## config.mk

```make
export PLATFORM = sky130hd
export DESIGN_NAME = glb_stream_loader_flat
export DESIGN_NICKNAME = d
export VERILOG_FILES = /design/src/rtl/glb_stream_if.sv /design/src/rtl/glb_stream_loader.sv /design/src/flat_wrapper.sv
export SDC_FILE = /design/constraint.sdc
export NUM_CORES = 1
export LEC_CHECK = 0
export BUFFER_PORTS_ARGS = -buffer_cell sky130_fd_sc_hd__buf_2
export CORE_MARGIN = 5
export CORE_UTILIZATION = 55
export CTS_BUF_LIST = sky130_fd_sc_hd__clkbuf_8 sky130_fd_sc_hd__clkbuf_16
export DETAILED_ROUTE_END_ITERATION = 10
export GPL_ROUTABILITY_DRIVEN = 0
export GPL_TIMING_DRIVEN = 0
export PLACE_DENSITY = 0.85
export SKIP_CTS_REPAIR_TIMING = 1
export SLEW_MARGIN = 20
export SYNTH_ARGS = -nofsm -noshare
export SYNTH_HDL_FRONTEND = slang
export SYNTH_SLANG_ARGS = --single-unit
export TNS_END_PERCENT = 5
```

## constraint.sdc

```tcl
create_clock -name clk -period 3.3 [get_ports clk]
set_clock_uncertainty 0.1 [all_clocks]
set_input_delay 0.165 -clock clk [delete_from_list [all_inputs] [get_ports clk]]
set_output_delay 0.165 -clock clk [all_outputs]
set_load 0.005 [all_outputs]
```

## src/rtl/glb_stream_if.sv

```systemverilog
// Stream-in / GLB-write bundle for the GLB stream loader.
// The loader consumes stream beats and drives GLB writes through the master modport.
interface glb_stream_if #(
  parameter int unsigned DATA_W = 8,
  parameter int unsigned ADDR_W = 14
);
  localparam int unsigned WORD_W = 4 * DATA_W;

  logic              in_valid;
  logic              in_ready;
  logic [WORD_W-1:0] in_data;
  logic              glb_we;
  logic [1:0]        glb_sel;
  logic [ADDR_W-1:0] glb_addr;
  logic [WORD_W-1:0] glb_wdata;

  modport master (
    input  in_valid, in_data,
    output in_ready, glb_we, glb_sel, glb_addr, glb_wdata
  );

  modport slave (
    output in_valid, in_data,
    input  in_ready, glb_we, glb_sel, glb_addr, glb_wdata
  );
endinterface

```

## src/rtl/glb_stream_loader.sv

```systemverilog
// Splits one packed per-layer stream (ifmap, weight, bias) into the three GLB regions
// and generates their word addresses, including a strided weight row pitch.
module glb_stream_loader #(
  parameter int unsigned DATA_W  = 8,
  parameter int unsigned MAX_IN  = 128,
  parameter int unsigned MAX_OUT = 128,
  parameter int unsigned LEN_W   = 8,
  parameter int unsigned ADDR_W  = 14
) (
  input  logic             clk,
  input  logic             rst,
  input  logic             start,
  input  logic [LEN_W-1:0] in_dim,
  input  logic [LEN_W-1:0] out_dim,
  input  logic [LEN_W-1:0] w_row_stride,
  glb_stream_if.master     bus,
  output logic             busy,
  output logic             done,
  output logic             err
);
  localparam int unsigned WORD_W = 4 * DATA_W;
  localparam int unsigned COL_W  = $clog2(MAX_IN / 4 + 1);
  localparam int unsigned ROW_W  = $clog2(MAX_OUT + 1);

  typedef enum logic [2:0] {S_IDLE, S_IFMAP, S_WEIGHT, S_BIAS, S_DONE} state_e;

  state_e            state_q, state_d;
  logic [COL_W-1:0]  in_words_q, in_words_d;
  logic [ROW_W-1:0]  out_dim_q, out_dim_d;
  logic [ADDR_W-1:0] stride_words_q, stride_words_d;
  logic [COL_W-1:0]  col_q, col_d;
  logic [ROW_W-1:0]  row_q, row_d;
  logic [ADDR_W-1:0] row_base_q, row_base_d;
  logic              in_ready_q, in_ready_d;
  logic              glb_we_q, glb_we_d;
  logic [1:0]        glb_sel_q, glb_sel_d;
  logic [ADDR_W-1:0] glb_addr_q, glb_addr_d;
  logic [WORD_W-1:0] glb_wdata_q, glb_wdata_d;
  logic              busy_q, busy_d;
  logic              done_q, done_d;
  logic              err_q, err_d;

  logic cfg_ok_c, fire_c, last_col_c, last_row_c;

  always_comb begin
    cfg_ok_c = (in_dim != '0) && (in_dim[1:0] == 2'b00) && (32'(in_dim) <= MAX_IN) &&
               (out_dim != '0) && (32'(out_dim) <= MAX_OUT) &&
               (w_row_stride[1:0] == 2'b00) && (w_row_stride >= in_dim);
    fire_c     = bus.in_valid & in_ready_q;
    last_col_c = (col_q == in_words_q - COL_W'(1));
    last_row_c = (row_q == out_dim_q - ROW_W'(1));
  end

  // Next-state, counters and registered outputs; the weight address advances by
  // adding the row pitch to a running row base instead of multiplying.
  always_comb begin
    state_d        = state_q;
    in_words_d     = in_words_q;
    out_dim_d      = out_dim_q;
    stride_words_d = stride_words_q;
    col_d          = col_q;
    row_d          = row_q;
    row_base_d     = row_base_q;
    glb_we_d       = 1'b0;
    glb_sel_d      = glb_sel_q;
    glb_addr_d     = glb_addr_q;
    glb_wdata_d    = glb_wdata_q;
    err_d          = 1'b0;
    done_d         = (state_q == S_DONE);

    if (start) begin
      if (state_q == S_IDLE && cfg_ok_c) begin
        in_words_d     = COL_W'(in_dim >> 2);
        out_dim_d      = ROW_W'(out_dim);
        stride_words_d = ADDR_W'(w_row_stride >> 2);
        col_d          = '0;
        row_d          = '0;
        row_base_d     = '0;
        state_d        = S_IFMAP;
      end else begin
        err_d = 1'b1;
      end
    end

    case (state_q)
      S_IDLE: ;
      S_IFMAP: if (fire_c) begin
        glb_we_d    = 1'b1;
        glb_sel_d   = 2'd0;
        glb_addr_d  = ADDR_W'(col_q);
        glb_wdata_d = bus.in_data;
        if (last_col_c) begin
          col_d   = '0;
          state_d = S_WEIGHT;
        end else begin
          col_d = col_q + COL_W'(1);
        end
      end
      S_WEIGHT: if (fire_c) begin
        glb_we_d    = 1'b1;
        glb_sel_d   = 2'd1;
        glb_addr_d  = row_base_q + ADDR_W'(col_q);
        glb_wdata_d = bus.in_data;
        if (last_col_c) begin
          col_d = '0;
          if (last_row_c) begin
            row_d      = '0;
            row_base_d = '0;
            state_d    = S_BIAS;
          end else begin
            row_d      = row_q + ROW_W'(1);
            row_base_d = row_base_q + stride_words_q;
          end
        end else begin
          col_d = col_q + COL_W'(1);
        end
      end
      S_BIAS: if (fire_c) begin
        glb_we_d    = 1'b1;
        glb_sel_d   = 2'd2;
        glb_addr_d  = ADDR_W'(row_q);
        glb_wdata_d = bus.in_data;
        if (last_row_c) begin
          row_d   = '0;
          state_d = S_DONE;
        end else begin
          row_d = row_q + ROW_W'(1);
        end
      end
      S_DONE:  state_d = S_IDLE;
      default: state_d = S_IDLE;
    endcase

    // Ready is a pure function of the upcoming state, so it never waits on in_valid.
    in_ready_d = (state_d == S_IFMAP) || (state_d == S_WEIGHT) || (state_d == S_BIAS);
    busy_d     = (state_d != S_IDLE);
  end

  always_ff @(posedge clk) begin
    if (rst) begin
      state_q        <= S_IDLE;
      in_words_q     <= '0;
      out_dim_q      <= '0;
      stride_words_q <= '0;
      col_q          <= '0;
      row_q          <= '0;
      row_base_q     <= '0;
      in_ready_q     <= 1'b0;
      glb_we_q       <= 1'b0;
      glb_sel_q      <= '0;
      glb_addr_q     <= '0;
      glb_wdata_q    <= '0;
      busy_q         <= 1'b0;
      done_q         <= 1'b0;
      err_q          <= 1'b0;
    end else begin
      state_q        <= state_d;
      in_words_q     <= in_words_d;
      out_dim_q      <= out_dim_d;
      stride_words_q <= stride_words_d;
      col_q          <= col_d;
      row_q          <= row_d;
      row_base_q     <= row_base_d;
      in_ready_q     <= in_ready_d;
      glb_we_q       <= glb_we_d;
      glb_sel_q      <= glb_sel_d;
      glb_addr_q     <= glb_addr_d;
      glb_wdata_q    <= glb_wdata_d;
      busy_q         <= busy_d;
      done_q         <= done_d;
      err_q          <= err_d;
    end
  end

  assign bus.in_ready  = in_ready_q;
  assign bus.glb_we    = glb_we_q;
  assign bus.glb_sel   = glb_sel_q;
  assign bus.glb_addr  = glb_addr_q;
  assign bus.glb_wdata = glb_wdata_q;
  assign busy          = busy_q;
  assign done          = done_q;
  assign err           = err_q;
endmodule

```

## src/flat_wrapper.sv

```systemverilog
// flat-port wrapper written by rule: the top's interface ports become plain ports
module glb_stream_loader_flat 
#(
  parameter int unsigned DATA_W  = 8,
  parameter int unsigned MAX_IN  = 128,
  parameter int unsigned MAX_OUT = 128,
  parameter int unsigned LEN_W   = 8,
  parameter int unsigned ADDR_W  = 14
)
  (clk, rst, start, in_dim, out_dim, w_row_stride, busy, done, err, bus_in_valid, bus_in_data, bus_in_ready, bus_glb_we, bus_glb_sel, bus_glb_addr, bus_glb_wdata);
  glb_stream_if #(.DATA_W(DATA_W), .ADDR_W(ADDR_W)) bus_i ();
  input  logic clk;
  input  logic rst;
  input  logic start;
  input  logic [LEN_W-1:0] in_dim;
  input  logic [LEN_W-1:0] out_dim;
  input  logic [LEN_W-1:0] w_row_stride;
  output logic busy;
  output logic done;
  output logic err;
  input wire logic [$bits(bus_i.in_valid)-1:0] bus_in_valid;
  input wire logic [$bits(bus_i.in_data)-1:0] bus_in_data;
  output wire logic [$bits(bus_i.in_ready)-1:0] bus_in_ready;
  output wire logic [$bits(bus_i.glb_we)-1:0] bus_glb_we;
  output wire logic [$bits(bus_i.glb_sel)-1:0] bus_glb_sel;
  output wire logic [$bits(bus_i.glb_addr)-1:0] bus_glb_addr;
  output wire logic [$bits(bus_i.glb_wdata)-1:0] bus_glb_wdata;
  assign bus_i.in_valid = bus_in_valid;
  assign bus_i.in_data = bus_in_data;
  assign bus_in_ready = bus_i.in_ready;
  assign bus_glb_we = bus_i.glb_we;
  assign bus_glb_sel = bus_i.glb_sel;
  assign bus_glb_addr = bus_i.glb_addr;
  assign bus_glb_wdata = bus_i.glb_wdata;
  glb_stream_loader #(.DATA_W(DATA_W), .MAX_IN(MAX_IN), .MAX_OUT(MAX_OUT), .LEN_W(LEN_W), .ADDR_W(ADDR_W)) u_core (.clk(clk), .rst(rst), .start(start), .in_dim(in_dim), .out_dim(out_dim), .w_row_stride(w_row_stride), .bus(bus_i), .busy(busy), .done(done), .err(err));
endmodule
```

==> results.json, run 1 <==
{
  "outcome": "finished, final reports clean",
  "relSlewSlack_pct": 47.22,
  "synthToLayoutAreaGrowth_pct": 27.10,
  "clockRootBuffer": "clkbuf_8",
  "cp.required_ns": 3.46,
  "syn_nets": 766,
  "yosysTopAreaCellShare_pct": 38.05,
  "floorplan.initialDensity_pct": 56.24,
  "core_area_sq_um": 9729,
  "placed_area_sq_um": 6203,
  "clk_path_buf_depth": 2,
  "ys_seq_area_share_pct": 38.05,
  "yosysUniqueCellTypes": 71,
  "fp.dieW_microns": 109.7,
  "overflow": 0,
  "finalCritPeriodShare_pct": 94.54,
  "portBuffers": 112,
  "ios": 113,
  "finalHoldViolCount": 0,
  "utilization_pct": 71.48,
  "synth.area.top_cells": "dfxtp_1 38%, nand2_1 9.9%, a21oi_1 7.3%",
  "drt_drc_violations_left": 0,
  "cp-start-kind": "register",
  "insertion_delay_ns": 0.38,
  "yosysMostFrequentCell": "nand2_1",
  "die_area_sq_um": 12040,
  "p_leak_uw": 0.002937,
  "synth_area_leader_cell": "dfxtp_1",
  "report.final.slew_viol_count": 0,
  "max_freq_mhz": 320.5,
  "ir_drop_mv": 0.3016,
  "finalCriticalPeriod_ns": 3.120,
  "cts_buffers": 9,
  "synthArstFlopShare_pct": 0,
  "synth-main-ff-cell": "dfxtp_1",
  "wl_per_cell_microns": 17.11,
  "placedCellCount": 925,
  "place_ws_ns": 0.2938,
  "cap_violations": 0,
  "antenna_found_initial": 0,
  "yosysWarnings": 0,
  "layout-drive-gt1-share_pct": 19.03,
  "antenna_cells": 0,
  "setup_viol": 0,
  "worst_pin_slew_ns": 0.7864,
  "dr.pass1.iters": 5,
  "synth_area_sq_um": 5471,
  "detail-route-antenna-nets": 0,
  "grt_pass1_vias": 5392,
  "grt_pass1_wl_mm": 24.92,
  "endpoint_kind": "register",
  "synth_common_cells": "145 x nand2_1, 104 x dfxtp_1, 80 x a21oi_1, 41 x nor2_1, 27 x clkbuf_1",
  "grt_max_degree": 19,
  "ys_ff_latch": 104,
  "arrival_ns": 3.28,
  "grt_setup_unrepaired": "false",
  "cp_max_fo": 10,
  "final.setup.worst_slack_ns": 0.1802,
  "path_clk_slew_ns": 0.11,
  "synth_area_per_cell_sq_um": 8.046,
  "rows": 36,
  "totalWireLength_mm": 17.03,
  "num_vias": 5879,
  "die_h_microns": 109.7,
  "dr.first_iter.drc_count": 652,
  "setup_tns_ns": 0,
  "fin_area_sq_um": 6954,
  "crit_type": "register to register",
  "synth_edf_count": 0,
  "hold_class": "input pin to register",
  "htreeDepth": 3,
  "finalNonFillerCells": 995,
  "ff2ff_setup_slack_ns": 0.18,
  "viasPerCell": 5.909,
  "synthCells": 680,
  "cts_tree": "built",
  "grtUsageTotal_pct": 26.12,
  "nets": 943,
  "clock-sinks": 104,
  "dpl.hpwl_mm": 11.58,
  "power_density_nw_per_um2": 328.3
}
[cell families after synthesis]
family / share of synthesized area [%]
DFF: 38.05
muxes: 0.7318
buffers and inverters: 4.985
adders and majority gates: 6.220
and+or+nand+nor: 23.03
xor gates and xnor gates: 5.580
AOI/OAI and AO/OA: 21.40
[per-stage QoR]
step | hold slack [ns] | total power [uW]
after floorplan | 0.2010 | 1333
after global placement | 0.3058 | 1388
after CTS | -0.09980 | 2230
after detailed placement | 0.3107 | 1392
final | 0.1635 | 2283
after global routing | 0.1464 | 2342
[report_power, final]
group	total [uW]	leakage [uW]	internal [uW]	switching, uW
clock network	863	0.000105	384	479
logic	164	0.00199	86.8	76.8
registers	1260	0.000837	1260	0.830
total	2280	0.00294	1730	556
[layout make-up]
class                   instances  area, sq um
repair buffers                166         1099
clock buffers                  10        137.6
multi-input cells             509         3122
flip-flops and latches        104         2082
fillers                       730         2775
plain buffers                  41        175.2
well taps                     133        166.4
clock inverters                 6        75.07
inverters                      26        97.59
[sequential cells by signal, indices dropped and copies added (netlist names)]
name                   count
u_core.bus.glb_addr       14
u_core.bus.glb_sel         2
u_core.bus.glb_wdata      32
u_core.bus.glb_we          1
u_core.bus.in_ready        1
u_core.busy                1
u_core.col_q               6
u_core.done                1
u_core.err                 1
u_core.in_words_q          6
u_core.out_dim_q           8
u_core.row_base_q         14
u_core.row_q               8
u_core.state_q             3
u_core.stride_words_q      6
[layer usage]
layer / track usage [%] / up-vias / share of wire, %
met2: 43.59 / 320 / 48
met4: 10.86 / 0 / 3.5
met1: 31.52 / 2744 / 39
li1: - / 2739 / -
met5: 0 / - / 0
met3: 7.399 / 76 / 9.0
[worst max-delay path, cell delays in order (launching register included)]
cell      delay, ns
dfxtp_1        0.47
inv_1          0.08
ha_1           0.20
clkbuf_1       0.20
o21bai_1       0.20
a211oi_1       0.24
a211oi_1       0.08
o22ai_1        0.53
nand2_1        0.23
clkbuf_1       0.32
a32oi_1        0.29
nor2_1         0.06
[cell usage in the layout (no fill, tap or decap), types with 4 or more instances in the layout]
| master | count |
|---|---|
| nand4_1 | 5 |
| buf_2 | 117 |
| nand3_1 | 20 |
| a32oi_1 | 6 |
| dfxtp_1 | 104 |
| xnor2_1 | 18 |
| a22oi_1 | 4 |
| o211ai_1 | 4 |
| a22o_1 | 8 |
| mux2i_1 | 4 |
| ha_1 | 24 |
| or2_2 | 4 |
| or3_1 | 5 |
| a41oi_1 | 5 |
| o21ai_0 | 14 |
| clkbuf_1 | 27 |
| a21oi_1 | 80 |
| dlygate4sd3_1 | 53 |
| a21o_1 | 8 |
| inv_1 | 26 |
| a221oi_1 | 7 |
| nor3_1 | 13 |
| clkbuf_8 | 10 |
| xor2_1 | 15 |
| buf_1 | 6 |
| nand2_1 | 145 |
| a211oi_1 | 5 |
| a311oi_1 | 4 |
| nor2_1 | 41 |
| and3_1 | 5 |
[path summary, 6_finish.rpt]
check | from | end | cells after the start
worst max-delay path | u_core.out_dim_q[0] | u_core.row_base_q[1] | 11
worst min-delay path | rst | u_core.row_q[2] | 4
worst max register to register | u_core.out_dim_q[0] | u_core.row_base_q[1] | 11
worst min register to register | u_core.bus.glb_wdata[22] | u_core.bus.glb_wdata[22] | 2
Power figures use the tool's default switching activity.
==> run 2, diff against run 1 <==
- CORE_ASPECT_RATIO: unset -> 1.5
==> results.json, run 2 (same netlist as run 1, synthesis figures left out) <==
{
  "critPathMaxStageDelay_ns": 0.47,
  "max_freq_mhz": 315.7,
  "largest_reg_flops": 32,
  "grt_pass1_vias": 5502,
  "core_area_sq_um": 9689,
  "final.setup.worst_slack_ns": 0.1322,
  "insertion_delay_ns": 0.35,
  "finalNonFillerCells": 967,
  "clockRootBuffer": "clkbuf_16",
  "relSlewSlack_pct": 32.05,
  "cp_num_buf_inv": 3,
  "report.final.slew_viol_count": 0,
  "ir_drop_mv": 0.5068,
  "endpoint_kind": "register",
  "htreeDepth": 3,
  "cp.required_ns": 3.42,
  "die_area_sq_um": 12080,
  "placedCellCount": 907,
  "outcome": "finished, violations left",
  "clock-sinks": 104,
  "final_common_cell": "nand2_1",
  "num_vias": 5904,
  "crit_type": "register to register",
  "hold_class": "input pin to register",
  "clk_path_buf_depth": 2,
  "failed_checks": "negative hold slack",
  "power_density_nw_per_um2": 360.0,
  "grtUsageTotal_pct": 26.10,
  "crit_top_cell": "clkbuf_1",
  "grt_pass1_wl_mm": 25.83,
  "ios": 113,
  "nets": 933,
  "path_clk_slew_ns": 0.08,
  "finalHoldViolCount": 6,
  "cp-start-kind": "register",
  "die_h_microns": 132.2,
  "setup_tns_ns": 0,
  "cts_buffers": 9,
  "dpl.hpwl_mm": 12.18,
  "grt_setup_unrepaired": "false",
  "cp_max_fo": 10,
  "setup_viol": 0,
  "p_leak_uw": 0.002930,
  "detail-route-antenna-nets": 0,
  "fp.dieW_microns": 91.44,
  "mostFrequentLayoutCells": "145 x nand2_1, 117 x buf_2, 104 x dfxtp_1",
  "viasPerCell": 6.105,
  "crit_family": "compound AO/OA/AOI/OAI gates",
  "arrival_ns": 3.29,
  "synthToLayoutAreaGrowth_pct": 26.34,
  "dr.pass1.iters": 5,
  "hold-worst-slack_ns": -0.02916,
  "worst_path_max_delay_cell": "dfxtp_1",
  "drt_drc_violations_left": 0,
  "grt_max_degree": 20,
  "cap_violations": 0,
  "finalCritPeriodShare_pct": 95.99,
  "totalWireLength_mm": 17.63,
  "antenna_found_initial": 0,
  "worst_pin_slew_ns": 1.011,
  "dr.first_iter.drc_count": 614,
  "layout-drive-gt1-share_pct": 19.01,
  "path_cells": "inv_1, ha_1, clkbuf_1, o21ba_2, a221oi_1, a41oi_1, nor3_2, nand2_1, clkbuf_1, a32oi_1, nor2_1",
  "place_ws_ns": 0.2758,
  "floorplan.initialDensity_pct": 56.47,
  "overflow": 0,
  "finalCriticalPeriod_ns": 3.168,
  "wl_per_cell_microns": 18.23,
  "cts_tree": "built",
  "antenna_cells": 0,
  "portBuffers": 112,
  "rows": 44
}
-- run 2: changes by cell type in the layout (fill, tap and decap cells not counted), moves of 2 or more --
cell,delta
clkbuf_16,+9
dlygate4sd3_1,-9
clkbuf_8,-9
inv_8,+2
-- run 2: where the power goes --
part | switching [uW] | leakage (uW) | total, uW | internal (uW)
combinational | 74.9 | 0.00195 | 154 | 79.5
sequential | 0.831 | 0.000837 | 1260 | 1250
clock | 526 | 0.000141 | 1080 | 552
total | 602 | 0.00293 | 2490 | 1890
-- run 2: final timing paths --
path	start	to	slack, ns	cells past startpoint
setup / recovery	u_core.out_dim_q[0]	u_core.row_base_q[2]	0.13	11
hold / removal	out_dim[1]	u_core.out_dim_q[1]	-0.03	3
setup reg to reg	u_core.out_dim_q[0]	u_core.row_base_q[2]	0.13	11
hold reg to reg	u_core.bus.glb_wdata[0]	u_core.bus.glb_wdata[0]	0.35	2
-- run 2: layer usage --
layer | GRT usage (%) | wire length [microns] | vias up
met4 | 16.23 | 1226 | 0
met5 | 0 | 0 | -
met1 | 26.74 | 6017 | 2741
met3 | 5.939 | 1256 | 111
met2 | 46.77 | 9131 | 321
li1 | - | - | 2731
-- run 2: per-stage QoR --
stage               power, uW  instance area [sq um]  utilization, %
CTS                      2439                   6472           66.80
detailed placement       1394                   6176           63.74
floorplan                1333                   5472               -
global route             2562                   6913           71.35
finish                   2488                   6913           71.35
global placement         1389                   6176           63.74
-- run 2: final cells by class --
type / count / area, sq um
clock inverters: 6 / 57.56
fillers: 717 / 2776
inverters: 26 / 97.59
flip-flops and latches: 104 / 2082
repair buffers: 156 / 1001
clock buffers: 10 / 239.0
multi-input cells: 509 / 3117
plain buffers: 41 / 175.2
well taps: 115 / 143.9
-- run 2: worst min-delay path, stage by stage --
cell     delay (ns)
buf_2          0.11
nand2_1        0.05
a21oi_1        0.05
